### src/rtl/seg7_scan_driver.sv
// Multiplexed common-anode 7-segment driver: shadowed BCD digits, per-slot
// guard interval, leading-zero blanking, registered SEG/AN outputs.
module seg7_scan_driver #(
  parameter int DIGITS         = 4,
  parameter int SCAN_DIV       = 50000,
  parameter int GUARD          = 500,
  parameter bit SEG_ACTIVE_LOW = 1'b1,
  parameter bit AN_ACTIVE_LOW  = 1'b1
) (
  input  logic                  CLK,
  input  logic                  RST_N,
  input  logic [4*DIGITS-1:0]   D,
  input  logic [DIGITS-1:0]     DP,
  input  logic                  LOAD,
  input  logic                  LZB,
  input  logic                  BLANK,
  output logic [7:0]            SEG,
  output logic [DIGITS-1:0]     AN
);

  localparam int CW = (SCAN_DIV > 1) ? $clog2(SCAN_DIV) : 1;
  localparam int IW = (DIGITS > 1) ? $clog2(DIGITS) : 1;
  localparam logic [7:0]        SEG_OFF = {8{SEG_ACTIVE_LOW}};
  localparam logic [DIGITS-1:0] AN_OFF  = {DIGITS{AN_ACTIVE_LOW}};

  // Lit pattern {a,b,c,d,e,f,g} for one BCD code; A is a minus sign.
  function automatic logic [6:0] decode(input logic [3:0] code);
    logic [6:0] s;
    s = 7'b0000000;
    case (code)
      4'h0: s = 7'b1111110;
      4'h1: s = 7'b0110000;
      4'h2: s = 7'b1101101;
      4'h3: s = 7'b1111001;
      4'h4: s = 7'b0110011;
      4'h5: s = 7'b1011011;
      4'h6: s = 7'b1011111;
      4'h7: s = 7'b1110000;
      4'h8: s = 7'b1111111;
      4'h9: s = 7'b1111011;
      4'hA: s = 7'b0000001;
      default: s = 7'b0000000;
    endcase
    return s;
  endfunction

  logic [CW-1:0]            cnt;
  logic [IW-1:0]            idx;
  logic                     wrap;
  logic [DIGITS-1:0][3:0]   sh_code;
  logic [DIGITS-1:0]        sh_dp;
  logic                     lzb_q;
  logic                     blank_q;
  logic [DIGITS-1:0]        lz;
  logic                     zero_run;
  logic [DIGITS-1:0][7:0]   lit;
  logic [7:0]               seg_lit;
  logic [DIGITS-1:0]        an_on;

  assign wrap = (cnt == CW'(SCAN_DIV - 1));

  always_ff @(posedge CLK or negedge RST_N) begin
    if (!RST_N) begin
      cnt <= '0;
      idx <= '0;
    end else begin
      cnt <= wrap ? '0 : cnt + CW'(1);
      if (wrap)
        idx <= (idx == IW'(DIGITS - 1)) ? '0 : idx + IW'(1);
    end
  end

  // LZB/BLANK are staged alongside the shadow so all three share the same latency.
  always_ff @(posedge CLK or negedge RST_N) begin
    if (!RST_N) begin
      sh_code <= {DIGITS{4'hF}};
      sh_dp   <= '0;
      lzb_q   <= 1'b0;
      blank_q <= 1'b0;
    end else begin
      if (LOAD) begin
        sh_code <= D;
        sh_dp   <= DP;
      end
      lzb_q   <= LZB;
      blank_q <= BLANK;
    end
  end

  // Walk down from the MSD; a digit blanks while every digit from it upward is 0.
  always_comb begin
    lz       = '0;
    zero_run = 1'b1;
    for (int j = DIGITS - 1; j > 0; j--) begin
      zero_run = zero_run && (sh_code[j] == 4'h0);
      lz[j]    = lzb_q && zero_run;
    end
  end

  for (genvar k = 0; k < DIGITS; k++) begin : g_dig
    assign lit[k] = {(lz[k] ? 7'b0000000 : decode(sh_code[k])), sh_dp[k]};
  end

  always_comb begin
    seg_lit = 8'h00;
    an_on   = '0;
    for (int j = 0; j < DIGITS; j++) begin
      if (idx == IW'(j)) begin
        seg_lit  = lit[j];
        an_on[j] = (cnt >= CW'(GUARD)) && !blank_q;
      end
    end
  end

  always_ff @(posedge CLK or negedge RST_N) begin
    if (!RST_N) begin
      SEG <= SEG_OFF;
      AN  <= AN_OFF;
    end else begin
      SEG <= SEG_ACTIVE_LOW ? ~seg_lit : seg_lit;
      AN  <= AN_ACTIVE_LOW ? ~an_on : an_on;
    end
  end

endmodule
### config.mk
export PLATFORM = sky130hd
export DESIGN_NAME = seg7_scan_driver
export DESIGN_NICKNAME = d
export VERILOG_FILES = /design/src/rtl/seg7_scan_driver.sv
export SDC_FILE = /design/constraint.sdc
export NUM_CORES = 1
export LEC_CHECK = 0
export CAP_MARGIN = 30
export CORE_UTILIZATION = 55
export DETAILED_ROUTE_END_ITERATION = 10
export GPL_TIMING_DRIVEN = 0
export PLACE_DENSITY = 0.83
export SETUP_SLACK_MARGIN = 0.5
export SLEW_MARGIN = 30
export SYNTH_ARGS = -nofsm -noshare
export SYNTH_HDL_FRONTEND = slang
export SYNTH_SLANG_ARGS = --single-unit
### constraint.sdc
create_clock -name CLK -period 3.8 [get_ports CLK]
set_input_delay 0.76 -clock CLK [delete_from_list [all_inputs] [get_ports CLK]]
set_output_delay 0.76 -clock CLK [all_outputs]
set_load 0.05 [all_outputs]
### Word level (Yosys, flattened, before mapping)

Memories as Yosys holds them, arrays and structs flattened.
Index checks and enable logic that the tools add are counted.

* output and inout port bits: 12
* input bits: 25
* memories kept: 4
* memory bits (read-only): 448
* word-level logic and storage cells: 48
* bits in registers: 52

* order comparisons: 1
* equal/unequal tests: 4
* add/sub/neg operators: 2
* bitwise operators: 2
* multiplexer cells: 13
* reductions and logical operators: 11

Memory list
* (no name shown): depth 16, width 7, read ports 1, clocked after memory_dff 0, wr ports 0, RTL line 30 `case (code)`
* (no name shown): depth 16, width 7, read ports 1, clocked after memory_dff 0, wr ports 0, RTL line 30
* (no name shown): depth 16, width 7, read ports 1, clocked after memory_dff 0, wr ports 0, RTL line 30
* (no name shown): depth 16, width 7, read ports 1, clocked after memory_dff 0, wr ports 0, RTL line 30

Operators by type and width (count)
* 8-bit 2-to-1 mux: 4
* 7-bit 2-to-1 mux: 3
* 16-bit by 1-bit adder with 16-bit output (second input constant): 1
* 16-bit == test (second input constant): 1
* 16-bit by 9-bit greater-or-equal comparator with 1-bit output (second input constant): 1
* 16-bit 2-to-1 mux: 1
* 4-bit logical NOT: 3
* 8-bit inverter: 1
* 1-bit logical AND: 6
* 2-bit == test (second input constant): 2
* 1-bit 2-to-1 mux: 4
* 4-bit inverter: 1
* 2-bit by 1-bit adder with 2-bit output (second input constant): 1
* 2-bit by 1-bit == test with 1-bit output (second input constant): 1
* 2-bit logical NOT: 1
* 2-bit 2-to-1 mux: 1
* 1-bit logical NOT: 1

### Depth between registers and ports, before layout

* word-level depth: 9
* mapped depth: 6
* depth with buffers taken out: 6

### Worst setup path after synthesis

OpenSTA, ideal clock, no wires.

* path kind: register -> register
* start: register sh_code[13] (netlist bit)
* end: register SEG[7]
* slack: 2.039 ns
* data arrival time: 1.677 ns
* data required time: 3.717 ns
* buffers on the path: 0
* setup time: 0.083 ns
* clock period less this slack: 1.761 ns
* stages on the path, launching flop included: 7
* cell sequence: dfstp_2 > inv_1 > ha_1 > and4bb_4 > and3_1 > o21a_1 > o32a_1

* cells in the longest elaborated chain, start to end: 9
* elaborated cells on any way between the ends: 14
* classes of those cells: mux: 6; bitwise: 1; reduce/logical: 6; memory: 1

Ends and longest elaborated chain
* start, declared: RTL line 50 `logic [DIGITS-1:0][3:0] sh_code;`
* start signal, assigned: RTL line 76 `sh_code <= {DIGITS{4'hF}};`
* 4-bit logical NOT: RTL line 95 `zero_run = zero_run && (sh_code[j] == 4'h0);`
* 1-bit logical AND (2 in series): RTL line 95
* 1-bit logical AND: RTL line 96 `lz[j] = lzb_q && zero_run;`
* 7-bit 2-to-1 mux: RTL line 101 `assign lit[k] = {(lz[k] ? 7'b0000000 : decode(sh_code[k])), sh_dp[k]};`
* 8-bit 2-to-1 mux (2 in series): RTL line 108 `if (idx == IW'(j)) begin`
* 8-bit 2-to-1 mux (*): RTL line 108
* 8-bit inverter (*): RTL line 120 `SEG <= SEG_ACTIVE_LOW ? ~seg_lit : seg_lit;`
* end signal, assigned: RTL line 120
* end, declared: RTL line 17 `output logic [7:0] SEG,`

Every way passes the cells marked *; elsewhere a longest branch is shown, timed or not.
A chain may end at the register's enable or synchronous reset.

### Final worst setup path

* start: register SEG[4]
* end: output SEG[4]

No word-level cell between the ends.

==> flow_summary_export.csv <==
group,metric,value,unit
cells_and_area,area_delta_synth_final,17.9,%
power,pwr-share-comb,22.7,%
detailed_routing,wl,6580,um
global_routing,antenna_found_initial,0,
worst_setup_path,crit_buf_inv,1,
clocking,clk_latency,0.32,ns
clocking,cts_root_buf,"clkbuf_8",
sta,finalCritPeriodShare,63.2,%
sta,setup_violations,0,
power,p_leak,1.54,nW
clocking,cts_tree,"built",
power,seq_power_share,47.4,%
detailed_routing,drc,0,
sta,period_minus_slack,2.40,ns
synth,syn_nets,358,
placed_design,place_area,3590,um2
clocking,clock_sinks,52,
placed_design,place_hpwl,4870,um
synth,synthArstFlopShare,100,%
worst_setup_path,critPathSlowestCell,"clkdlybuf4s50_1",
clocking,clk_pin_slew,0.10,ns
clocking,cts_resized,0,
worst_setup_path,worstSetupPathType,"flip-flop to output port",
detailed_routing,detail-route-antenna-nets,0,
worst_setup_path,path_cells,"clkdlybuf4s50_1",
power,p_sw_share,29.5,%
cells_and_area,finish.utilization,67.3,%
synth,ys.warnings.count,0,
min_path,hold_path.class,"flip-flop to flip-flop",
clocking,cts-buffers-inserted,5,
synth,synth-seq-area-share,42.5,%
synth,syn-cell-area,3140,um2
global_routing,use_met1,28.5,%
global_routing,grt_use_met3,3.29,%
power,p_sw,0.000392,W
global_routing,grt_usage,23.6,%
global_routing,grt-busiest-layer,"met2",
worst_setup_path,crit_fanout,1,
flow_run,drv_cap,0,
floorplan,dieArea,6020,um2
synth,ys_ff_latch,52,
sta,tightest_slew,0.637,ns
sta,grt_setup_unrepaired,"no",
power,intPower,0.000937,W
floorplan,initial_core_util,57.1,%
clocking,cts-htree-levels,2,
clocking,cts_setup_buffers,0,
clocking,cts_hold_buf,0,
cells_and_area,fill_cells,424,
power,total_power,0.00133,W
global_routing,use_met2,42.7,%
floorplan,fp.dieH,77.6,um
worst_setup_path,start_kind,"flip-flop",
power,clkPwrFrac,29.8,%
worst_setup_path,end_kind,"output port",
sta,final_hold_viol_count,0,
placed_design,port_buffers,36,
global_routing,grt_pass1_wl,11100,um
synth,synth.avg_cell_area,10.2,um2
global_routing,grt.overflow.total,0,
detailed_routing,vias,2381,
synth,synth-main-ff-cell,"dfstp_2",
status,status,"finished clean",
cells_and_area,diodes,0,
worst_setup_path,crit_arrival,1.64,ns
floorplan,placementRows,27,
detailed_routing,drt-initial-drc-count,193,
cells_and_area,nNetsFinal,401,
synth,syn_inst,307,
synth,synth-edff-count,0,
global_routing,grt_pass1_vias,2372,
placed_design,gp_congestion,0.904,
detailed_routing,drt_first_pass_iters,4,
sta,fmax,0.416,GHz
sta,max_slew_margin,57.5,%
worst_setup_path,max_stage_delay,0.79,ns
global_routing,grt_max_degree,53,
worst_setup_path,required,3.04,ns
sta,finClkSkew,0.0112,ns
sta,slew_violations,0,
synth,synth.distinct_cells,65,
floorplan,die_x,77.6,um
worst_setup_path,cpLargestDelayFamily,"buffers and inverters",
power,irDropWorstVdd,0.199,mV
detailed_routing,avgViaCountPerCell,5.63,
detailed_routing,wire_per_inst,15.5,um
clocking,clk_path_buf_depth,2,
power,power_density,359,nW/um2
cells_and_area,final_area,3710,um2
cells_and_area,drive_above_1_share,19.1,%
floorplan,io_pins,37,
sta,fin_setup_tns,0,ns
floorplan,core,5510,um2
==> path summary, 6_finish.rpt <==
| path | endpoint | slack (ns) | from | depth (start not counted) |
|---|---|---|---|---|
| setup / recovery | SEG[4] | 1.40 | SEG[4]$_DFF_PN1_ | 1 |
| hold / removal | SEG[0]$_DFF_PN1_ | 0.42 | sh_dp[3]$_DFFE_PN0P_ | 1 |
| setup reg to reg | SEG[7]$_DFF_PN1_ | 1.82 | sh_code[13]$_DFFE_PN1P_ | 6 |
| hold reg to reg | SEG[0]$_DFF_PN1_ | 0.42 | sh_dp[3]$_DFFE_PN0P_ | 1 |
| max in group asynchronous | cnt[3]$_DFF_PN0_ | 2.92 | RST_N | 1 |
| min in group asynchronous | cnt[11]$_DFF_PN0_ | 0.47 | RST_N | 1 |
==> metal layers <==
metal | vias up | routed length [um]
met3 | 14 | 180
met5 | - | 0
met2 | 49 | 3500
li1 | 1162 | -
met4 | 0 | 127
met1 | 1156 | 2770
==> layout make-up <==
cell class | count | area (um2) | area share [%]
plain buffers | 15 | 78.8 | 2.13
flip-flops and latches | 52 | 1340 | 36.1
repair buffers | 36 | 358 | 9.66
well taps | 72 | 90.1 | 2.43
multi-input cells | 221 | 1660 | 44.7
inverters | 19 | 71.3 | 1.92
clock inverters | 3 | 46.3 | 1.25
clock buffers | 5 | 68.8 | 1.86
==> cells by family (layout without fill, tap and decap cells) <==
| family | Yosys count | after routing | share of synthesized area (%) |
|---|---|---|---|
| buffers and inverters | 34 | 78 | 4.78 |
| muxes | 16 | 16 | 5.69 |
| xor gates and xnor gates | 14 | 14 | 3.90 |
| and+or+nand+nor | 96 | 96 | 17.2 |
| DFF | 52 | 52 | 42.5 |
| adders and majority gates | 26 | 26 | 10.4 |
| AOI/OAI and AO/OA | 69 | 69 | 15.5 |
==> flip-flops by register name, summed over array words and instances, names as in the netlist <==
signal   count
cnt         16
sh_code     16
SEG          8
AN           4
sh_dp        4
idx          2
blank_q      1
lzb_q        1
==> placed cells by master (no fill, tap or decap), types with 8 or more instances in the layout <==
| master | synthesis | final |
|---|---|---|
| clkdlybuf4s50_1 | 0 | 35 |
| dfstp_2 | 28 | 28 |
| ha_1 | 26 | 26 |
| nand2_1 | 25 | 25 |
| dfrtp_1 | 24 | 24 |
| inv_1 | 19 | 19 |
| nor2_1 | 18 | 18 |
| o21ai_0 | 18 | 18 |
| a21oi_1 | 14 | 14 |
| mux2_2 | 10 | 10 |
| nor2b_1 | 9 | 9 |
| xnor2_1 | 8 | 8 |
==> per-stage QoR <==
| step | instances | hold WS [ns] | worst slack (ns) |
|---|---|---|---|
| global route | 423 | 0.446 | 1.36 |
| CTS | 423 | 0.424 | 1.38 |
| global placement | 415 | 0.398 | 0.543 |
| finish | 423 | 0.419 | 1.40 |
| floorplan | 307 | 0.385 | 2.04 |
| detailed placement | 415 | 0.410 | 1.47 |
==> power groups by stage <==
stage	registers, W	clock network, W	logic (W)
after floorplan	0.000689	0	0.000150
after global placement	0.000639	0	0.000293
after detailed placement	0.000641	0	0.000299
after CTS	0.000631	0.000402	0.000302
after global routing	0.000636	0.000432	0.000328
final	0.000631	0.000397	0.000302
==> cell usage after synthesis, types with 3 or more instances <==
cell	n	share of area (%)
a211oi_1	5	1.2
and4_1	4	1.1
clkbuf_1	5	0.60
nand2_1	25	3.0
mux2i_1	4	1.3
nand2b_1	6	1.2
ha_1	26	10
xnor2_1	8	2.2
a21oi_1	14	2.2
a31oi_1	3	0.60
a221oi_1	3	0.84
nor3_1	6	0.96
xor2_1	6	1.7
dfrtp_1	24	19
o21ai_0	18	2.9
inv_1	19	2.3
nand3_1	7	1.1
nor2b_1	9	1.8
nor2_1	18	2.1
buf_2	6	0.96
dfstp_2	28	23
mux2_2	10	3.6
nand3b_1	3	0.72
No activity file was read; power rests on OpenSTA's default activity.
